[src/rtl/lc3_pipe_controller.sv]
// rtl/lc3_pipe_controller.sv - stage enables, memory FSM, bypass and branch control for the LC-3 pipeline
//
// Purpose: sequences fetch/decode/execute/memaccess/writeback, stalling the
// whole pipe while a data-memory operation is outstanding and the front end
// for BR_BUBBLES cycles after a BR/JMP is decoded.
//
// Ports:
//   clock_i, reset_i            clock, asynchronous active-high reset
//   IR, IR_Exec                 instructions in decode and execute
//   psr                         NZP flags used to resolve BR
//   complete_data               data-memory access finished this cycle
//   complete_instr              instruction fetch valid this cycle
//   enable_*                    per-stage enables (registered, then gated)
//   mem_state                   0=READ 1=INDIRECT 2=WRITE 3=IDLE
//   br_taken                    redirect from the instruction in execute
//   bypass_alu_1/2, bypass_mem_1/2  operand forwarding selects
//   stall_cycles                (LC3_CTRL_PERF_EN only) saturating count of
//                               cycles with enable_fetch low
//
// Optional feature macro: LC3_CTRL_PERF_EN

module lc3_pipe_controller #(
  parameter int BR_BUBBLES = 3,
  parameter int CNT_W      = 3
) (
  input  logic        clock_i,
  input  logic        reset_i,
  input  logic [15:0] IR,
  input  logic [15:0] IR_Exec,
  input  logic [2:0]  psr,
  input  logic        complete_data,
  input  logic        complete_instr,
  output logic        enable_updatePC,
  output logic        enable_fetch,
  output logic        enable_decode,
  output logic        enable_execute,
  output logic        enable_writeback,
  output logic [1:0]  mem_state,
  output logic        br_taken,
  output logic        bypass_alu_1,
  output logic        bypass_alu_2,
  output logic        bypass_mem_1,
  output logic        bypass_mem_2
`ifdef LC3_CTRL_PERF_EN
  ,
  output logic [15:0] stall_cycles
`endif
);

  localparam logic [1:0] MEM_READ     = 2'd0;
  localparam logic [1:0] MEM_INDIRECT = 2'd1;
  localparam logic [1:0] MEM_WRITE    = 2'd2;
  localparam logic [1:0] MEM_IDLE     = 2'd3;

  localparam logic [3:0] OP_BR  = 4'b0000;
  localparam logic [3:0] OP_ADD = 4'b0001;
  localparam logic [3:0] OP_LD  = 4'b0010;
  localparam logic [3:0] OP_ST  = 4'b0011;
  localparam logic [3:0] OP_AND = 4'b0101;
  localparam logic [3:0] OP_LDR = 4'b0110;
  localparam logic [3:0] OP_STR = 4'b0111;
  localparam logic [3:0] OP_NOT = 4'b1001;
  localparam logic [3:0] OP_LDI = 4'b1010;
  localparam logic [3:0] OP_STI = 4'b1011;
  localparam logic [3:0] OP_JMP = 4'b1100;
  localparam logic [3:0] OP_LEA = 4'b1110;

  logic [3:0]       op_d, op_x;
  logic [1:0]       state_q, state_next;
  logic [CNT_W-1:0] cnt_q, cnt_next;
  logic             exec_fresh;
  logic             ind_store_q;   // INDIRECT was entered by STI, so it finishes in WRITE
  logic             back_q;        // decode/execute may run: memory idle, out of reset
  logic             front_q;       // fetch/PC may run: additionally no branch bubble
  logic             alu_x, load_x, src1_user, src2_user, match_1, match_2, read_done;
  logic             unused_ir_bits;

  assign op_d = IR[15:12];
  assign op_x = IR_Exec[15:12];
  assign unused_ir_bits = ^{IR[11:9], IR[4:3], IR_Exec[8:0]};

  assign alu_x     = (op_x == OP_ADD) || (op_x == OP_AND) || (op_x == OP_NOT);
  assign load_x    = (op_x == OP_LD) || (op_x == OP_LDR) || (op_x == OP_LDI);
  assign src1_user = (op_d == OP_ADD) || (op_d == OP_AND) || (op_d == OP_NOT) ||
                     (op_d == OP_LDR) || (op_d == OP_STR);
  assign src2_user = ((op_d == OP_ADD) || (op_d == OP_AND)) && !IR[5];
  assign match_1   = (IR_Exec[11:9] == IR[8:6]);
  assign match_2   = (IR_Exec[11:9] == IR[2:0]);
  assign read_done = (state_q == MEM_READ) && complete_data;

  // State register: FSM, bubble counter and the enables, which are derived
  // from next-state values so a stall shows up the cycle after its cause.
  always_ff @(posedge clock_i or posedge reset_i) begin
    if (reset_i) begin
      state_q     <= MEM_IDLE;
      cnt_q       <= '0;
      exec_fresh  <= 1'b0;
      ind_store_q <= 1'b0;
      back_q      <= 1'b0;
      front_q     <= 1'b0;
    end else begin
      state_q    <= state_next;
      cnt_q      <= cnt_next;
      exec_fresh <= enable_execute;
      if (state_q == MEM_IDLE && state_next == MEM_INDIRECT)
        ind_store_q <= (op_x == OP_STI);
      back_q  <= (state_next == MEM_IDLE);
      front_q <= (state_next == MEM_IDLE) && (cnt_next == '0);
    end
  end

  // Next-state logic
  always_comb begin
    state_next = state_q;
    case (state_q)
      MEM_IDLE: begin
        if (exec_fresh) begin
          case (op_x)
            OP_LD, OP_LDR:  state_next = MEM_READ;
            OP_LDI, OP_STI: state_next = MEM_INDIRECT;
            OP_ST, OP_STR:  state_next = MEM_WRITE;
            default:        state_next = MEM_IDLE;
          endcase
        end
      end
      MEM_INDIRECT: if (complete_data) state_next = ind_store_q ? MEM_WRITE : MEM_READ;
      default:      if (complete_data) state_next = MEM_IDLE;
    endcase

    // A newly decoded BR/JMP reloads the bubble count; the count freezes
    // while memory is busy so bubbles are not absorbed by the memory stall.
    cnt_next = cnt_q;
    if (enable_decode && (op_d == OP_BR || op_d == OP_JMP))
      cnt_next = CNT_W'(BR_BUBBLES);
    else if (state_q == MEM_IDLE && cnt_q != '0)
      cnt_next = cnt_q - 1'b1;
  end

  // Output logic
  always_comb begin
    mem_state      = state_q;
    enable_execute = back_q;
    enable_decode  = back_q && complete_instr;
    enable_fetch   = front_q && complete_instr;

    br_taken = exec_fresh &&
               (((op_x == OP_BR) && ((IR_Exec[11:9] & psr) != 3'b000)) || (op_x == OP_JMP));
    // A redirect must load the PC even inside the bubble window or a fetch gap.
    enable_updatePC = back_q && (br_taken || (front_q && complete_instr));

    enable_writeback = read_done || (exec_fresh && (alu_x || (op_x == OP_LEA)));

    // Memory forwarding is qualified by the read completing rather than by
    // exec_fresh, since the load has sat in execute for the whole stall.
    bypass_mem_1 = read_done && load_x && src1_user && match_1;
    bypass_mem_2 = read_done && load_x && src2_user && match_2;
    bypass_alu_1 = exec_fresh && (alu_x || (op_x == OP_LEA)) && src1_user && match_1 && !bypass_mem_1;
    bypass_alu_2 = exec_fresh && alu_x && src2_user && match_2 && !bypass_mem_2;
  end

`ifdef LC3_CTRL_PERF_EN
  logic run_q;  // excludes the cycle in which reset is released

  always_ff @(posedge clock_i or posedge reset_i) begin
    if (reset_i) begin
      run_q        <= 1'b0;
      stall_cycles <= '0;
    end else begin
      run_q <= 1'b1;
      if (run_q && !enable_fetch && stall_cycles != 16'hFFFF)
        stall_cycles <= stall_cycles + 16'd1;
    end
  end
`endif

endmodule
[config.mk]
export PLATFORM = sky130hd
export DESIGN_NAME = lc3_pipe_controller
export DESIGN_NICKNAME = d
export VERILOG_FILES = /design/src/rtl/lc3_pipe_controller.sv
export SDC_FILE = /design/constraint.sdc
export NUM_CORES = 1
export LEC_CHECK = 0
export CORE_MARGIN = 5
export CORE_UTILIZATION = 31
export DETAILED_ROUTE_END_ITERATION = 6
export PLACE_DENSITY = 0.84
export SYNTH_ARGS = -nofsm -noshare
export SYNTH_HDL_FRONTEND = slang
export SYNTH_SLANG_ARGS = --single-unit
[constraint.sdc]
create_clock -name clock_i -period 1.84 [get_ports clock_i]
set_input_delay 0.184 -clock clock_i [delete_from_list [all_inputs] [get_ports clock_i]]
set_output_delay 0.184 -clock clock_i [all_outputs]
set_load 0.005 [all_outputs]
==> results.toml <==
[route]
drtIter0Drc = 22
drtPass1Iterations = 4
wl_um = 2360
drcViolationCount = 0
final_antenna_net_count = 0
avgViaCountPerCell = 5.05
wire_per_inst_um = 14.7
num_vias = 808

[clock_network]
clkSlewWorstSetupHoldPaths_ps = 60
cts_root_buf = "clkbuf_4"
clockBufferDepth = 2
cts_tree = "built"
cts_sinks = 9
numCtsBuffers = 3
h-tree-depth = 1
clkLatencyLatePin_ps = 260
ctsHoldBuffers = 0

[floorplan]
io_pins = 51
core_area_um2 = 2190
initial_utilization_pct = 32.0
die_width_um = 57.5
die_area_um2 = 3310
die_h_um = 57.5
rows = 17

[grt]
grt_usage_pct = 15.2
grt_pass1_wl_um = 3950
grt_antenna_before_repair = 0
grt_max_degree = 10
grt_pass1_vias = 897
gr-total-overflow = 0

[synthesis]
syn-num-nets = 118
synth.distinct_cells = 37
syn_area_per_cell_um2 = 9.10
yosysTopAreaCell = "dfrtp_1"
seq_area_frac_synth_pct = 32.5
yosys_warnings = 0
synth_area_leaders = "dfrtp_1 25%, xnor2_1 10%, dfstp_2 7.5%, mux2i_1 5.7%, inv_1 4.3%"
async_flop_share_pct = 100
syn_inst = 77
synth_edf_count = 0
synth_top_area_share_pct = 25.0
synth_common_cells = "8 x inv_1, 8 x xnor2_1, 7 x dfrtp_1, 6 x nand2_1, 4 x mux2i_1"
ys.flop_type = "dfrtp_1"
netlist_area_um2 = 701
ys_ff_latch = 9

[sta]
setup_viol = 0
slew_viol_final = 0
post-route-min-period_ps = 1740
fin_worst_skew_ps = 2.89
max_freq_ghz = 0.574
maxSlewHeadroom_pct = 77.6
worst_pin_slew_ps = 335
post-route-period-util_pct = 94.6
rsz0062_at_grt = "false"
fin_ws_ps = 99.1
setup_tns_ps = 0
hold_viol = 0

[outcome]
status = "completed"

[cells_and_area]
utilization_pct = 56.9
antenna_cells = 0
multi_input_comb_area_um2 = 458
n_fill_cell = 183
final_net_count = 174
drive_gt1_share_pct = 21.2
area_delta_synth_final_pct = 77.9
seqCellArea_um2 = 228

[placed_design]
place_ws_ps = -200
gp_congestion = 0.855
dpl.hpwl_um = 1890
portBuffers = 36

[critical_path]
critical_path_class = "in2out"
rr_endpoint = "front_q"
ff2ff_path_depth = 6
cp-start-kind = "primary input"
cp-end-kind = "primary output"
worstReg2RegStart = "cnt_q[0]"
crit_fanout = 2
required_ps = 1660
worstSetupEndpoint = "br_taken"
crit_arrival_ps = 1560
setup.worst_path.start = "IR_Exec[9]"
r2r_slack_ps = 220

[power]
irDropWorstVdd_v = 0.000709
leakage_uw = 0.000601
power.density_nw_per_um2 = 1060

[flow_run]
drv_cap = 0

[hold_path]
hold_class = "in2async"
==> worst max-delay path, cell delays in order <==
cell and delay, ps:
clkdlybuf4s50_1 490, a222oi_1 100, or3_1 350, a21boi_1 180, dlygate4sd2_1 260
==> layout make-up <==
cell class                      instances  area share, %
Timing Repair Buffer                   51           37.7
Inverter                                8           2.41
Tap cell                               28           2.81
Multi-Input combinational cell         60           36.7
Clock buffer                            4           2.11
Sequential cell                         9           18.3
==> sequential cells by signal, summed over array words and instances (netlist names) <==
name            count
enable_execute      1
front_q             1
cnt_q               3
ind_store_q         1
mem_state           2
exec_fresh          1
==> report_power, final <==
part           switching (uW)  total [uW]  internal [uW]
Clock                    72.1         156           83.8
Sequential               78.2         394            316
Combinational             343         765            422
Total                     493        1310            822
==> how the worst min path moves through the flow <==
stage | startpoint | end | slack [ps]
floorplan | reset_i | cnt_q[0] | 10
global placement | enable_execute | exec_fresh | 410
detailed placement | enable_execute | exec_fresh | 400
CTS | reset_i | cnt_q[2] | 190
global route | reset_i | ind_store_q | 200
finish | reset_i | cnt_q[2] | 180
==> kinds of logic (layout without fill, tap and decap cells) <==
| kind of cell | Yosys count | in the layout | share of synthesized area, % |
|---|---|---|---|
| compound gates | 12 | 12 | 13.0 |
| xor+xnor | 8 | 8 | 10.0 |
| fa+ha+maj | 2 | 2 | 3.57 |
| buf+inv | 8 | 63 | 4.29 |
| flops | 9 | 9 | 32.5 |
| mux | 5 | 5 | 7.32 |
| simple gates | 33 | 33 | 29.3 |
==> metal layers <==
| metal | global-route usage [%] | share of wire [%] |
|---|---|---|
| met1 | 17.1 | 41 |
| met5 | 0 | 0 |
| met4 | 6.95 | 2.5 |
| met3 | 2.94 | 4.4 |
| met2 | 27.3 | 52 |
==> cells in the final DEF (no fill, tap or decap), types with 2 or more instances in the layout <==
master / netlist / routed
xnor2_1: 8 / 8
nor2_1: 3 / 3
clkbuf_4: 0 / 3
inv_1: 8 / 8
clkdlybuf4s50_1: 0 / 24
mux2i_1: 4 / 3
dlygate4sd2_1: 0 / 9
dfstp_2: 2 / 2
nor3_1: 2 / 2
dfrtp_1: 7 / 7
nand4_1: 2 / 2
nand2_1: 6 / 6
nand2_2: 2 / 2
nand2b_1: 2 / 2
nand4b_1: 2 / 2
buf_4: 0 / 15
a21oi_1: 2 / 2
and3_1: 2 / 2
and2_1: 2 / 2
dlymetal6s2s_1: 0 / 3
ha_1: 2 / 2
==> what timing repair did <==
item | in CTS | in global routing
pin swaps | 4 | 0
gates cloned | 0 | 0
setup endpoints to repair | 7 | 1
gates resized for setup | 11 | 4
buffers inserted | 0 | 2
==> metrics by stage <==
step	hold WS (ps)	power [uW]	cells	area, um2
5_1_grt	201	1420	160	1250
4_1_cts	193	1280	158	1220
6_report	182	1310	160	1250
3_5_place_dp	401	1110	154	1190
2_1_floorplan	10.5	794	77	701
3_3_place_gp	408	1070	154	1190
Power figures use the tool's default switching activity.
